## config.mk

```make
export PLATFORM = sky130hd
export DESIGN_NAME = keypad_scanner
export DESIGN_NICKNAME = d
export VERILOG_FILES = /design/src/rtl/keypad_scanner.sv
export SDC_FILE = /design/constraint.sdc
export NUM_CORES = 1
export LEC_CHECK = 0
export CORE_UTILIZATION = 25
export CTS_CLUSTER_SIZE = 40
export DETAILED_ROUTE_END_ITERATION = 10
export PLACE_DENSITY_LB_ADDON = 0.3
export SKIP_LAST_GASP = 1
export SYNTH_ARGS = -nofsm -noshare
export SYNTH_HDL_FRONTEND = slang
export SYNTH_SLANG_ARGS = --single-unit
export TNS_END_PERCENT = 100
```

## constraint.sdc

```tcl
create_clock -name clk -period 2.45 [get_ports clk]
set_clock_uncertainty 0.2 [all_clocks]
set_input_delay 0.49 -clock clk [delete_from_list [all_inputs] [get_ports clk]]
set_output_delay 0.49 -clock clk [all_outputs]
set_load 0.05 [all_outputs]
```

## src/rtl/keypad_scanner.sv

```systemverilog
// Matrix-keypad scanner: one-cold column strobes, frame-level debounce, chord rejection,
// optional auto-repeat and emit-on-release, one-cycle key events with a linear key code.
module keypad_scanner #(
  parameter int N_ROWS          = 4,
  parameter int N_COLS          = 4,
  parameter int SCAN_DIV        = 1,
  parameter int DEBOUNCE        = 2,
  parameter int EMIT_ON_RELEASE = 0,
  parameter int REPEAT_DLY      = 0,
  parameter int REPEAT_PER      = 2,
  localparam int CODE_W         = $clog2(N_ROWS * N_COLS)
) (
  input  logic              clk,
  input  logic              rst,
  input  logic [N_ROWS-1:0] fila,
  output logic [N_COLS-1:0] col,
  output logic [CODE_W-1:0] code,
  output logic              key_valid,
  output logic              key_down,
  output logic              multi_err
);

  localparam int COL_W = (N_COLS > 1) ? $clog2(N_COLS) : 1;
  localparam int ROW_W = (N_ROWS > 1) ? $clog2(N_ROWS) : 1;
  localparam int DIV_W = (SCAN_DIV > 1) ? $clog2(SCAN_DIV) : 1;
  localparam int DB_W  = $clog2(DEBOUNCE + 1);
  localparam int RP_W  = $clog2(REPEAT_DLY + REPEAT_PER + 1);

  localparam logic [1:0] RES_NONE   = 2'd0;
  localparam logic [1:0] RES_SINGLE = 2'd1;
  localparam logic [1:0] RES_MULTI  = 2'd2;

  localparam logic              EMIT_PRESS = (EMIT_ON_RELEASE == 0);
  localparam logic              REP_EN     = (REPEAT_DLY != 0) && (EMIT_ON_RELEASE == 0);
  localparam logic [DB_W-1:0]   DB_ONE     = DB_W'(1);
  localparam logic [DB_W-1:0]   DB_LAST    = DB_W'(DEBOUNCE);
  localparam logic [RP_W-1:0]   RP_FIRST   = RP_W'(REPEAT_DLY);
  localparam logic [RP_W-1:0]   RP_WRAP    = RP_W'(REPEAT_DLY + REPEAT_PER);
  localparam logic [N_COLS-1:0] COL0_COLD  = ~{{(N_COLS-1){1'b0}}, 1'b1};

  typedef enum logic [1:0] {IDLE, DB_PRESS, PRESSED, DB_REL} state_t;

  logic [DIV_W-1:0]  div_q, div_d;
  logic [COL_W-1:0]  col_idx_q, col_idx_d;
  logic [N_COLS-1:0] col_q, col_d;
  logic [1:0]        acc_cnt_q, acc_cnt_d;
  logic [CODE_W-1:0] acc_code_q, acc_code_d;
  logic              res_valid_q, res_valid_d;
  logic [1:0]        res_kind_q, res_kind_d;
  logic [CODE_W-1:0] res_code_q, res_code_d;

  logic [N_ROWS-1:0] hit_s;
  logic [1:0]        col_cnt_s;
  logic [ROW_W-1:0]  col_row_s;
  logic              col_any_s;
  logic [CODE_W-1:0] col_code_s;
  logic [2:0]        sum_s;
  logic [1:0]        merged_cnt_s;
  logic [CODE_W-1:0] merged_code_s;
  logic              dwell_end_s;
  logic              wrap_s;

  state_t            state_q;
  logic [DB_W-1:0]   cnt_q;
  logic [CODE_W-1:0] cand_q;
  logic [CODE_W-1:0] code_q;
  logic [RP_W-1:0]   rep_q;
  logic              key_valid_q;
  logic              key_down_q;
  logic              multi_err_q;
  logic [DB_W-1:0]   cnt_inc_s;
  logic [RP_W-1:0]   rep_inc_s;

  assign cnt_inc_s = cnt_q + DB_W'(1);
  assign rep_inc_s = rep_q + RP_W'(1);

  // Lowest pressed row wins inside a column; hit count saturates at 2 (only "more than one" matters).
  always_comb begin
    hit_s     = ~fila;
    col_cnt_s = 2'd0;
    col_row_s = {ROW_W{1'b0}};
    col_any_s = 1'b0;
    for (int r = N_ROWS - 1; r >= 0; r--) begin
      col_cnt_s = (hit_s[r] && (col_cnt_s != 2'd2)) ? col_cnt_s + 2'd1 : col_cnt_s;
      col_row_s = hit_s[r] ? ROW_W'(r) : col_row_s;
      col_any_s = col_any_s | hit_s[r];
    end
    col_code_s    = CODE_W'(col_row_s) * CODE_W'(N_COLS) + CODE_W'(col_idx_q);
    sum_s         = {1'b0, acc_cnt_q} + {1'b0, col_cnt_s};
    merged_cnt_s  = (sum_s >= 3'd2) ? RES_MULTI : sum_s[1:0];
    merged_code_s = ((acc_cnt_q == 2'd0) && col_any_s) ? col_code_s : acc_code_q;
  end

  // Column dwell divider, column advance and per-frame accumulation.
  always_comb begin
    dwell_end_s = (div_q == DIV_W'(SCAN_DIV - 1));
    wrap_s      = dwell_end_s && (col_idx_q == COL_W'(N_COLS - 1));
    div_d       = div_q;
    col_idx_d   = col_idx_q;
    col_d       = col_q;
    acc_cnt_d   = acc_cnt_q;
    acc_code_d  = acc_code_q;
    res_valid_d = 1'b0;
    res_kind_d  = res_kind_q;
    res_code_d  = res_code_q;
    if (!dwell_end_s) begin
      div_d = div_q + DIV_W'(1);
    end else if (wrap_s) begin
      div_d       = {DIV_W{1'b0}};
      col_idx_d   = {COL_W{1'b0}};
      col_d       = COL0_COLD;
      acc_cnt_d   = 2'd0;
      acc_code_d  = {CODE_W{1'b0}};
      res_valid_d = 1'b1;
      res_kind_d  = merged_cnt_s;
      res_code_d  = merged_code_s;
    end else begin
      div_d      = {DIV_W{1'b0}};
      col_idx_d  = col_idx_q + COL_W'(1);
      col_d      = {col_q[N_COLS-2:0], 1'b1};
      acc_cnt_d  = merged_cnt_s;
      acc_code_d = merged_code_s;
    end
  end

  // Scanner state registers.
  always_ff @(posedge clk or posedge rst) begin
    if (rst) begin
      div_q       <= {DIV_W{1'b0}};
      col_idx_q   <= {COL_W{1'b0}};
      col_q       <= COL0_COLD;
      acc_cnt_q   <= 2'd0;
      acc_code_q  <= {CODE_W{1'b0}};
      res_valid_q <= 1'b0;
      res_kind_q  <= RES_NONE;
      res_code_q  <= {CODE_W{1'b0}};
    end else begin
      div_q       <= div_d;
      col_idx_q   <= col_idx_d;
      col_q       <= col_d;
      acc_cnt_q   <= acc_cnt_d;
      acc_code_q  <= acc_code_d;
      res_valid_q <= res_valid_d;
      res_kind_q  <= res_kind_d;
      res_code_q  <= res_code_d;
    end
  end

  // Debounce/hold FSM: advances once per registered frame result.
  always_ff @(posedge clk or posedge rst) begin
    if (rst) begin
      state_q     <= IDLE;
      cnt_q       <= {DB_W{1'b0}};
      cand_q      <= {CODE_W{1'b0}};
      code_q      <= {CODE_W{1'b0}};
      rep_q       <= {RP_W{1'b0}};
      key_valid_q <= 1'b0;
      key_down_q  <= 1'b0;
      multi_err_q <= 1'b0;
    end else begin
      key_valid_q <= 1'b0;
      multi_err_q <= 1'b0;
      if (res_valid_q) begin
        case (state_q)
          IDLE: begin
            case (res_kind_q)
              RES_SINGLE: begin
                if (DB_ONE == DB_LAST) begin
                  state_q     <= PRESSED;
                  key_down_q  <= 1'b1;
                  code_q      <= res_code_q;
                  rep_q       <= {RP_W{1'b0}};
                  key_valid_q <= EMIT_PRESS;
                end else begin
                  state_q <= DB_PRESS;
                  cand_q  <= res_code_q;
                  cnt_q   <= DB_ONE;
                end
              end
              RES_MULTI: multi_err_q <= 1'b1;
              default:   state_q     <= IDLE;
            endcase
          end
          DB_PRESS: begin
            case (res_kind_q)
              RES_SINGLE: begin
                if (res_code_q != cand_q) begin
                  cand_q <= res_code_q;
                  cnt_q  <= DB_ONE;
                end else if (cnt_inc_s == DB_LAST) begin
                  state_q     <= PRESSED;
                  key_down_q  <= 1'b1;
                  code_q      <= cand_q;
                  rep_q       <= {RP_W{1'b0}};
                  key_valid_q <= EMIT_PRESS;
                end else begin
                  cnt_q <= cnt_inc_s;
                end
              end
              RES_MULTI: begin
                multi_err_q <= 1'b1;
                state_q     <= IDLE;
              end
              default: state_q <= IDLE;
            endcase
          end
          PRESSED: begin
            if (res_kind_q == RES_NONE) begin
              if (DB_ONE == DB_LAST) begin
                state_q     <= IDLE;
                key_down_q  <= 1'b0;
                key_valid_q <= !EMIT_PRESS;
              end else begin
                state_q <= DB_REL;
                cnt_q   <= DB_ONE;
              end
            end else if (REP_EN) begin
              // After the first repeat the counter folds back so later repeats come every REPEAT_PER frames.
              if (rep_inc_s == RP_WRAP) begin
                rep_q       <= RP_FIRST;
                key_valid_q <= 1'b1;
              end else begin
                rep_q       <= rep_inc_s;
                key_valid_q <= (rep_inc_s == RP_FIRST);
              end
            end
          end
          DB_REL: begin
            if (res_kind_q != RES_NONE) begin
              state_q <= PRESSED;
            end else if (cnt_inc_s == DB_LAST) begin
              state_q     <= IDLE;
              key_down_q  <= 1'b0;
              key_valid_q <= !EMIT_PRESS;
            end else begin
              cnt_q <= cnt_inc_s;
            end
          end
          default: state_q <= IDLE;
        endcase
      end
    end
  end

  assign col       = col_q;
  assign code      = code_q;
  assign key_valid = key_valid_q;
  assign key_down  = key_down_q;
  assign multi_err = multi_err_q;

endmodule
```

==> results of run 1 <==
==> through the flow <==
step	area, um^2	total power, W	TNS, ns
floorplan	1630	0.00105	-0.373
global placement	1930	0.00116	-3.16
detailed placement	1930	0.00117	-3.57
CTS	2100	0.00180	-0.234
global route	2140	0.00192	-0.504
finish	2140	0.00181	-0.128
==> sequential cells by signal, summed over array words and instances, names as in the netlist, 4 cells and up <==
name	cells
acc_code_q	4
res_code_q	4
code	4
col	4
cand_q	4
==> worst max-delay path, cell delays in order <==
cell and delay, ns:
buf_12 0.10, inv_12 0.03, ha_4 0.17, o21ai_4 0.14, o31ai_4 0.09, ha_2 0.19, nor2_4 0.13, xnor2_2 0.12
ha_2 0.18, inv_2 0.04, fa_2 0.59, buf_4 0.12, a21oi_2 0.04
==> what timing repair did <==
item,in CTS,in global routing
setup buffers,1,2
setup endpoints to repair,4,4
gates resized for setup,15,12
pin swaps,8,10
hold endpoints to repair,0,0
==> report_power, final <==
| part | total (W) | switching, W | internal (W) |
|---|---|---|---|
| clock | 0.000614 | 0.000207 | 0.000408 |
| combinational | 0.000448 | 0.000236 | 0.000212 |
| sequential | 0.000746 | 0.0000897 | 0.000656 |
==> placed cells by master, fill, tap and decap left out, drive strengths merged, types with 3 or more instances in the layout <==
cell	netlist	routed
dfstp	3	3
clkdlybuf4s50	0	13
clkbuf	2	6
nand3	4	4
inv	10	10
or2	4	4
nor2	14	14
xor2	5	5
mux2	9	9
buf	0	12
a21oi	7	7
dfrtp	31	31
nand2	5	5
ha	8	8
o21ai	6	6
==> routing by layer <==
metal | GRT usage, % | part of all wire (%) | vias up
met5 | 0 | 0 | -
met1 | 11.5 | 45 | 543
met2 | 17.1 | 52 | 12
met4 | 3.21 | 0.37 | 0
li1 | - | - | 514
met3 | 3.03 | 2.7 | 2
==> logic make-up after synthesis <==
logic type                 Yosys count  synth area share [%]
and+or+nand+nor                     39                  15.2
xor gates and xnor gates             7                  3.94
adders and majority gates            9                  7.71
AOI/OAI and AO/OA                   20                  7.63
muxes                               11                  7.79
DFF                                 34                  54.9
buffers and inverters               12                  2.89
==> worst min path at each step <==
stage / slack (ns) / to / cells after the start / start
finish: 0.25 / col_idx_q[0] / 1 / col_idx_q[0]
detailed placement: 0.25 / col_idx_q[0] / 1 / col_idx_q[0]
CTS: 0.26 / col_idx_q[0] / 1 / col_idx_q[0]
global placement: 0.24 / col_idx_q[0] / 1 / col_idx_q[0]
global route: 0.28 / col_idx_q[0] / 1 / col_idx_q[0]
floorplan: 0.22 / col_idx_q[0] / 1 / col_idx_q[0]
==> layout make-up <==
| class | instances | area, um^2 |
|---|---|---|
| Multi-Input combinational cell | 86 | 752 |
| Timing Repair Buffer | 26 | 245 |
| Tap cell | 75 | 93.8 |
| Clock inverter | 3 | 68.8 |
| Inverter | 10 | 52.6 |
| Fill cell | 584 | 3820 |
| Clock buffer | 5 | 68.8 |
| Sequential cell | 34 | 855 |
==> run_results.csv, run 1 <==
group,metric,value,unit
pwr,powerDensity,846,mW/mm^2
placed_design,gp_congestion,0.731,
synthesis,synth.top_cells.by_count,"31 x dfrtp_1, 14 x nor2_1, 10 x inv_1",
synthesis,synth_top_cell_area_share,49.8,%
clock_tree,cts_buffers,5,
worst_setup_path,worst_r2r_endpoint,"code[0]",
timing,max_freq,0.397,GHz
global_routing,grt_pass1_vias,1158,
die,die_x,80.9,um
timing,post-route-period-util,103,%
timing,maxSlewViolCount,0,
clock_tree,hold_buffers,0,
global_routing,grt.overflow.total,0,
cells_and_area,drive_gt1_share,33.5,%
clock_tree,cts_root_buffer,"clkbuf_8",
worst_setup_path,worstPathRequired,2.38,ns
synthesis,synth_cell_type_count,34,
synthesis,synth_top_cell_by_area,"dfrtp_1",
die,core_area,0.00596,mm^2
synthesis,syn_inst,132,
route,drt_iter0_markers,49,
cells_and_area,instances_no_fill,239,
route,finalWirelength,2730,um
worst_setup_path,critPathKind,"input port to flip-flop",
synthesis,ys_ff_latch,34,
synthesis,yosys_warnings,0,
route,avgViaCountPerCell,4.48,
synthesis,synth_fp_nets,147,
synthesis,syn_area,0.00156,mm^2
timing,fin_hold_ws,0.252,ns
die,initial_core_util,26.2,%
hold_path,hp-class,"flip-flop to flip-flop",
run_status,status,"finished with violations",
die,io_pins,17,
cells_and_area,area_growth,37.1,%
placed_design,dp_slack,-0.923,ns
worst_setup_path,regToRegSetupSlack,0.58,ns
placed_design,port_buffers,16,
cells_and_area,final_util,35.9,%
timing,rsz0062_at_grt,"true",
route,num_vias,1071,
global_routing,grt_max_degree,35,
synthesis,synth.most_common_cell,"dfrtp_1",
worst_setup_path,r2r_start,"state_q[1]",
pwr,ir_worst_vdd,0.397,mV
timing,tightestPinTransition,0.745,ns
run,maxCapViolCount,0,
die,die_h,80.9,um
route,ant_nets,0,
global_routing,grtUsageTotal,9.87,%
cells_and_area,nNetsFinal,178,
worst_setup_path,critPathCapture,"acc_cnt_q[1]",
synthesis,yosys-top-cells-area,"dfrtp_1 50%, ha_1 6.4%, dfstp_2 5.1%",
timing,setup_viol,3,
worst_setup_path,r2r_cells,4,
synthesis,ys_seq_area_share,54.9,%
synthesis,synth_ff_type,"dfrtp_1",
timing,finalHoldViolCount,0,
placed_design,dp_cells,229,
clock_tree,cts_tree,"yes",
global_routing,antenna_found_initial,0,
clock_tree,cts.sinks,34,
cells_and_area,antenna-diode-count,0,
global_routing,grt_first_pass_wirelength,5050,um
clock_tree,clk_pin_slew,0.07,ns
route,wire_per_inst,11.4,um
timing,finalCriticalPeriod,2.52,ns
run_status,violations,"setup timing",
route,drc,0,
synthesis,synth-async-reset-ratio,100,%
synthesis,synth_area_per_cell,11.8,um^2
placed_design,place_hpwl,1970,um
clock_tree,htreeDepth,2,
route,dr.pass1.iters,4,
worst_setup_path,path_max_fanout,4,
pwr,p_leak,0.974,nW
synthesis,synth_edf_count,0,
clock_tree,clk_latency,0.28,ns
worst_setup_path,cp-startpoint,"fila[3]",
timing,fin_ws,-0.0670,ns
worst_setup_path,crit_path_start_kind,"input port",
worst_setup_path,arrival,2.45,ns
timing,slew_headroom,50.3,%
clock_tree,clock_path_buffers,2,
worst_setup_path,cp-end-kind,"flip-flop",
die,die-area,0.00655,mm^2
die,std_cell_rows,28,
Power figures use the tool's default switching activity.
==> inputs of run 2 (changes only) <==
--- a/config.mk
+++ b/config.mk
@@ -5,7 +5,7 @@
 export SDC_FILE = /design/constraint.sdc
 export NUM_CORES = 1
 export LEC_CHECK = 0
-export CORE_UTILIZATION = 25
+export CORE_UTILIZATION = 50
 export CTS_CLUSTER_SIZE = 40
 export DETAILED_ROUTE_END_ITERATION = 10
 export PLACE_DENSITY_LB_ADDON = 0.3
==> run 2 against run 1 <==
Net effect:
- the run ends with DRC, setup timing left
- global-route usage is 8.7 points higher
- clock power fell by 54%
- clock-buffer cell count is 2 higher
- first-iteration DRC count fell by 39%
- critical path type unchanged
==> run_results.csv, run 2 (same netlist as run 1, synthesis figures left out) <==
group,metric,value,unit
hold_path,holdPathEnd,"col_idx_q[0]",
global_routing,grt_max_degree,35,
die,core_area,0.00285,mm^2
cells_and_area,antenna-diode-count,0,
pwr,swShare,33.5,%
placed_design,gp_congestion,0.744,
worst_setup_path,worstPathRequired,2.50,ns
die,die_h,57.8,um
route,ant_nets,0,
clock_tree,htreeDepth,2,
worst_setup_path,path_depth,13,
timing,setup_viol,3,
worst_setup_path,regToRegSetupSlack,0.57,ns
clock_tree,cts_tree,"yes",
timing,max_freq,0.404,GHz
die,die-area,0.00334,mm^2
hold_path,hp-start,"col_idx_q[0]",
worst_setup_path,crit_family,"adder cells",
pwr,clock_power_share,19.5,%
timing,finalHoldViolCount,0,
worst_setup_path,crit_slowest_cell,"fa_1",
cells_and_area,area_growth,28.0,%
worst_setup_path,cp-end-kind,"flip-flop",
cells_and_area,nFillCells,219,
clock_tree,cts_buffers,5,
placed_design,post_dp_cell_area,0.00188,mm^2
route,finalWirelength,2550,um
run_status,violations,"DRC, setup timing",
pwr,internal-power,0.000965,W
die,initial_core_util,54.6,%
route,avgViaCountPerCell,5.43,
cells_and_area,nNetsFinal,178,
global_routing,grtUsageTotal,18.6,%
worst_setup_path,r2r_cells,4,
pwr,ir_worst_vdd,0.609,mV
worst_setup_path,path_max_fanout,4,
clock_tree,cts.sinks,34,
cells_and_area,regArea,855,um^2
route,drc,1,
timing,setup_tns,-0.0405,ns
timing,post-route-period-util,101,%
placed_design,place_hpwl,1850,um
clock_tree,clk_latency,0.32,ns
die,io_pins,17,
route,num_vias,1058,
clock_tree,cts_root_buffer,"clkbuf_4",
global_routing,grt.overflow.total,0,
global_routing,antenna_found_initial,0,
timing,fin_ws,-0.0281,ns
worst_setup_path,critPathMaxStageDelay,0.59,ns
cells_and_area,final_area,0.00199,mm^2
pwr,sequentialPowerShare,51.3,%
timing,maxSlewViolCount,0,
die,die_x,57.8,um
clock_tree,clk_pin_slew,0.10,ns
cells_and_area,drive_gt1_share,31.1,%
worst_setup_path,critPathKind,"input port to flip-flop",
cells_and_area,mostFrequentLayoutCell,"dfrtp_1",
worst_setup_path,worst_r2r_endpoint,"code[0]",
die,std_cell_rows,19,
timing,tightestPinTransition,0.726,ns
pwr,p_sw,0.000486,W
hold_path,hp-class,"flip-flop to flip-flop",
route,drt_iter0_markers,30,
timing,fin_hold_ws,0.261,ns
worst_setup_path,arrival,2.53,ns
global_routing,grt_pass1_vias,1103,
worst_setup_path,cp_num_buf_inv,3,
worst_setup_path,crit_path_start_kind,"input port",
worst_setup_path,crit_chain,"buf_12, inv_12, ha_4, o21ai_4, o31ai_4, ha_2, nor2_4, xnor2_2, ha_2, inv_2, fa_1, nand4_1, o21ai_1",
worst_setup_path,cp_common_cell,"ha_2",
pwr,powerDensity,727,mW/mm^2
placed_design,port_buffers,16,
timing,finalCriticalPeriod,2.48,ns
route,wire_per_inst,13.1,um
cells_and_area,mostFrequentLayoutCells,"31 x dfrtp_1, 13 x clkdlybuf4s50_1, 12 x nor2_1",
timing,rsz0062_at_grt,"true",
pwr,p_leak,0.932,nW
worst_setup_path,r2r_start,"res_code_q[1]",
run,maxCapViolCount,0,
route,dr.pass1.iters,7,
run_status,status,"finished with violations",
pwr,combPwrFrac,29.3,%
timing,slew_headroom,51.6,%
hold_path,worstHoldPathCells,1,
cells_and_area,multiInputGateArea,751,um^2
global_routing,grt_first_pass_wirelength,4620,um
clock_tree,clock_path_buffers,2,
[run 2: layout make-up]
type                    instances  area share, %
repair buffers                 26           12.3
clock buffers                   7           2.26
inverters                      10           2.63
well taps                      31           1.94
clock inverters                 1          0.376
multi-input cells              86           37.6
flip-flops and latches         34           42.8
[run 2: power groups by stage]
stage               registers [W]  clock network (W)  logic [W]
detailed placement       0.000757                  0   0.000410
CTS                      0.000745           0.000291   0.000418
global placement         0.000749                  0   0.000400
finish                   0.000744           0.000282   0.000425
floorplan                0.000764                  0   0.000291
global route             0.000762           0.000309   0.000471
[run 2: repair_timing]
item | CTS | global route
hold buffers | 0 | 0
buffers inserted | 0 | 2
endpoints found under the setup margin | 4 | 4
pin swaps | 9 | 11
gates resized for setup | 14 | 10
[run 2: through the flow]
step	total power (W)	utilization, %	std cells	setup slack [ns]
4_1_cts	0.00145	68.6	194	-0.0263
6_report	0.00145	69.9	195	-0.0281
3_5_place_dp	0.00117	66.1	186	-0.875
5_1_grt	0.00154	69.9	195	-0.154
3_3_place_gp	0.00115	66.1	186	-0.808
2_1_floorplan	0.00105	-	132	-0.109
[run 2: worst max path at each step]
stage,from,endpoint
2_1_floorplan,fila[3],acc_cnt_q[0]
3_3_place_gp,fila[3],res_kind_q[0]
3_5_place_dp,fila[3],res_kind_q[0]
4_1_cts,fila[3],res_kind_q[0]
5_1_grt,fila[3],res_kind_q[0]
6_report,fila[3],res_kind_q[0]
[run 2: per-layer routing]
metal	track usage, %	vias up	routed length (um)
li1	-	519	-
met1	21.2	510	1060
met2	32.2	23	1350
met3	5.80	6	96
met4	7.82	0	43
met5	0	-	0
==> inputs of run 3 (changes only) <==
--- a/config.mk
+++ b/config.mk
@@ -5,10 +5,12 @@
 export SDC_FILE = /design/constraint.sdc
 export NUM_CORES = 1
 export LEC_CHECK = 0
+export CAP_MARGIN = 20
 export CORE_UTILIZATION = 50
 export CTS_CLUSTER_SIZE = 40
 export DETAILED_ROUTE_END_ITERATION = 10
 export PLACE_DENSITY_LB_ADDON = 0.3
+export SKIP_CTS_REPAIR_TIMING = 1
 export SKIP_LAST_GASP = 1
 export SYNTH_ARGS = -nofsm -noshare
 export SYNTH_HDL_FRONTEND = slang
==> run 3 against run 2 <==
Net effect:
- the flow still finishes with violations (DRC, setup timing)
- setup slack worse by 0.0075 ns
- non-clock buffer count unchanged
- sequential share of layout area up 0.41 points
- routed wire length down 2.5%
- die area unchanged
- combinational power down 2%
- sequential cell count unchanged
- critical path type unchanged
- highest routed layer unchanged
==> run_results.csv, run 3 (same netlist as run 1, synthesis figures left out) <==
group,metric,value,unit
run_status,status,"finished with violations",
run_status,violations,"DRC, setup timing",
clock_tree,cts_root_buffer,"clkbuf_4",
placed_design,place_hpwl,1850,um
timing,finalCriticalPeriod,2.49,ns
cells_and_area,area_growth,26.8,%
die,std_cell_rows,19,
timing,setup_viol,3,
pwr,combPwrFrac,28.9,%
pwr,ir_worst_vdd,0.608,mV
worst_setup_path,arrival,2.53,ns
clock_tree,clk_latency,0.32,ns
route,wire_per_inst,12.8,um
worst_setup_path,crit_chain,"buf_6, buf_8, inv_12, ha_4, o21ai_4, o31ai_4, ha_2, nor2_4, xnor2_1, ha_2, inv_2, fa_1, nand4_1, o21ai_1",
die,initial_core_util,54.6,%
pwr,p_leak,0.931,nW
worst_setup_path,r2r_start,"res_code_q[1]",
die,die_x,57.8,um
route,dr.pass1.iters,7,
placed_design,dp_cells,186,
hold_path,hp-class,"flip-flop to flip-flop",
global_routing,grt_max_degree,35,
route,drc,1,
global_routing,grt_pass1_vias,1094,
worst_setup_path,crit_path_start_kind,"input port",
pwr,p_sw,0.000481,W
clock_tree,clock_path_buffers,2,
pwr,powerDensity,729,mW/mm^2
cells_and_area,mostFrequentLayoutCell,"dfrtp_1",
route,finalWirelength,2490,um
placed_design,gp_congestion,0.744,
placed_design,dp_slack,-0.875,ns
worst_setup_path,r2r_cells,4,
timing,fin_hold_ws,0.261,ns
pwr,clock_power_share,19.5,%
die,core_area,0.00285,mm^2
run,maxCapViolCount,0,
timing,finalHoldViolCount,0,
route,avgViaCountPerCell,5.43,
timing,slew_headroom,51.2,%
worst_setup_path,cp-end-kind,"flip-flop",
timing,maxSlewViolCount,0,
timing,post-route-period-util,101,%
cells_and_area,antenna-diode-count,0,
timing,rsz0062_at_grt,"true",
global_routing,grtUsageTotal,18.1,%
hold_path,worstHoldPathCells,1,
route,num_vias,1058,
clock_tree,clk_pin_slew,0.10,ns
timing,tightestPinTransition,0.732,ns
worst_setup_path,cp_common_cell,"ha_2",
clock_tree,htreeDepth,2,
clock_tree,cts_buffers,5,
worst_setup_path,regToRegSetupSlack,0.57,ns
cells_and_area,mostFrequentLayoutCells,"31 x dfrtp_1, 13 x clkdlybuf4s50_1, 12 x nor2_1",
route,ant_nets,0,
worst_setup_path,worst_r2r_endpoint,"code[0]",
global_routing,grt_first_pass_wirelength,4520,um
timing,max_freq,0.402,GHz
route,drt_iter0_markers,45,
worst_setup_path,critPathKind,"input port to flip-flop",
clock_tree,cts_tree,"yes",
worst_setup_path,critPathMaxStageDelay,0.53,ns
global_routing,antenna_found_initial,0,
cells_and_area,drive_gt1_share,29.3,%
pwr,sequentialPowerShare,51.6,%
cells_and_area,instances_no_fill,195,
hold_path,hp-start,"col_idx_q[0]",
global_routing,grt.overflow.total,0,
clock_tree,cts.sinks,34,
hold_path,holdPathEnd,"col_idx_q[0]",
timing,fin_ws,-0.0357,ns
die,die-area,0.00334,mm^2
die,io_pins,17,
die,die_h,57.8,um
worst_setup_path,path_max_fanout,4,
pwr,internal-power,0.000960,W
pwr,swShare,33.4,%
cells_and_area,nNetsFinal,178,
worst_setup_path,worstPathRequired,2.50,ns
placed_design,port_buffers,16,
worst_setup_path,crit_slowest_cell,"fa_1",
==> run 3: final cells by class <==
cell class	instances	area [um^2]
Fill cell	218	877
Multi-Input combinational cell	86	736
Clock inverter	1	7.51
Inverter	10	52.6
Sequential cell	34	855
Tap cell	31	38.8
Timing Repair Buffer	26	241
Clock buffer	7	45.0
==> run 3: how the worst max path moves through the flow <==
| stage | slack [ns] | cells after the start | startpoint | end |
|---|---|---|---|---|
| final | -0.04 | 14 | fila[3] | res_kind_q[0] |
| after detailed placement | -0.88 | 13 | fila[3] | res_kind_q[0] |
| after CTS | -0.54 | 13 | fila[3] | res_kind_q[0] |
| after floorplan | -0.11 | 10 | fila[3] | acc_cnt_q[0] |
| after global routing | -0.17 | 14 | fila[3] | res_kind_q[0] |
| after global placement | -0.81 | 13 | fila[3] | res_kind_q[0] |
==> run 3: critical path: cells and delay by family <==
| family | cells | cell delay [ns] |
|---|---|---|
| AO/OA/AOI/OAI | 3 | 0.36 |
| adder cells (fa/ha/maj) | 4 | 1.10 |
| buffers and inverters | 4 | 0.25 |
| XOR/XNOR | 1 | 0.13 |
| AND/OR/NAND/NOR | 2 | 0.19 |
==> run 3: per-stage QoR <==
step           util (%)  power, W  TNS [ns]  instance area (um^2)
3_3_place_gp       66.1   0.00115     -3.16                  1880
3_5_place_dp       66.1   0.00117     -3.40                  1880
4_1_cts            67.9   0.00145     -2.06                  1940
2_1_floorplan         -   0.00105    -0.373                  1630
5_1_grt            69.3   0.00153    -0.488                  1980
6_report           69.3   0.00144   -0.0538                  1980
==> run 3: metal layers <==
layer / global-route usage [%] / wire length [um] / vias to the layer above / share of wire, %
met3: 5.80 / 76 / 6 / 3.1
li1: - / - / 518 / -
met2: 31.0 / 1320 / 17 / 53
met5: 0 / 0 / - / 0
met1: 20.8 / 1050 / 517 / 42
met4: 7.82 / 39 / 0 / 1.6
==> run 3: power by group through the flow <==
stage,clock network [W],logic (W),registers (W)
4_1_cts,0.000291,0.000413,0.000745
5_1_grt,0.000309,0.000463,0.000763
3_3_place_gp,0,0.000400,0.000749
6_report,0.000281,0.000416,0.000744
3_5_place_dp,0,0.000410,0.000757
2_1_floorplan,0,0.000291,0.000764
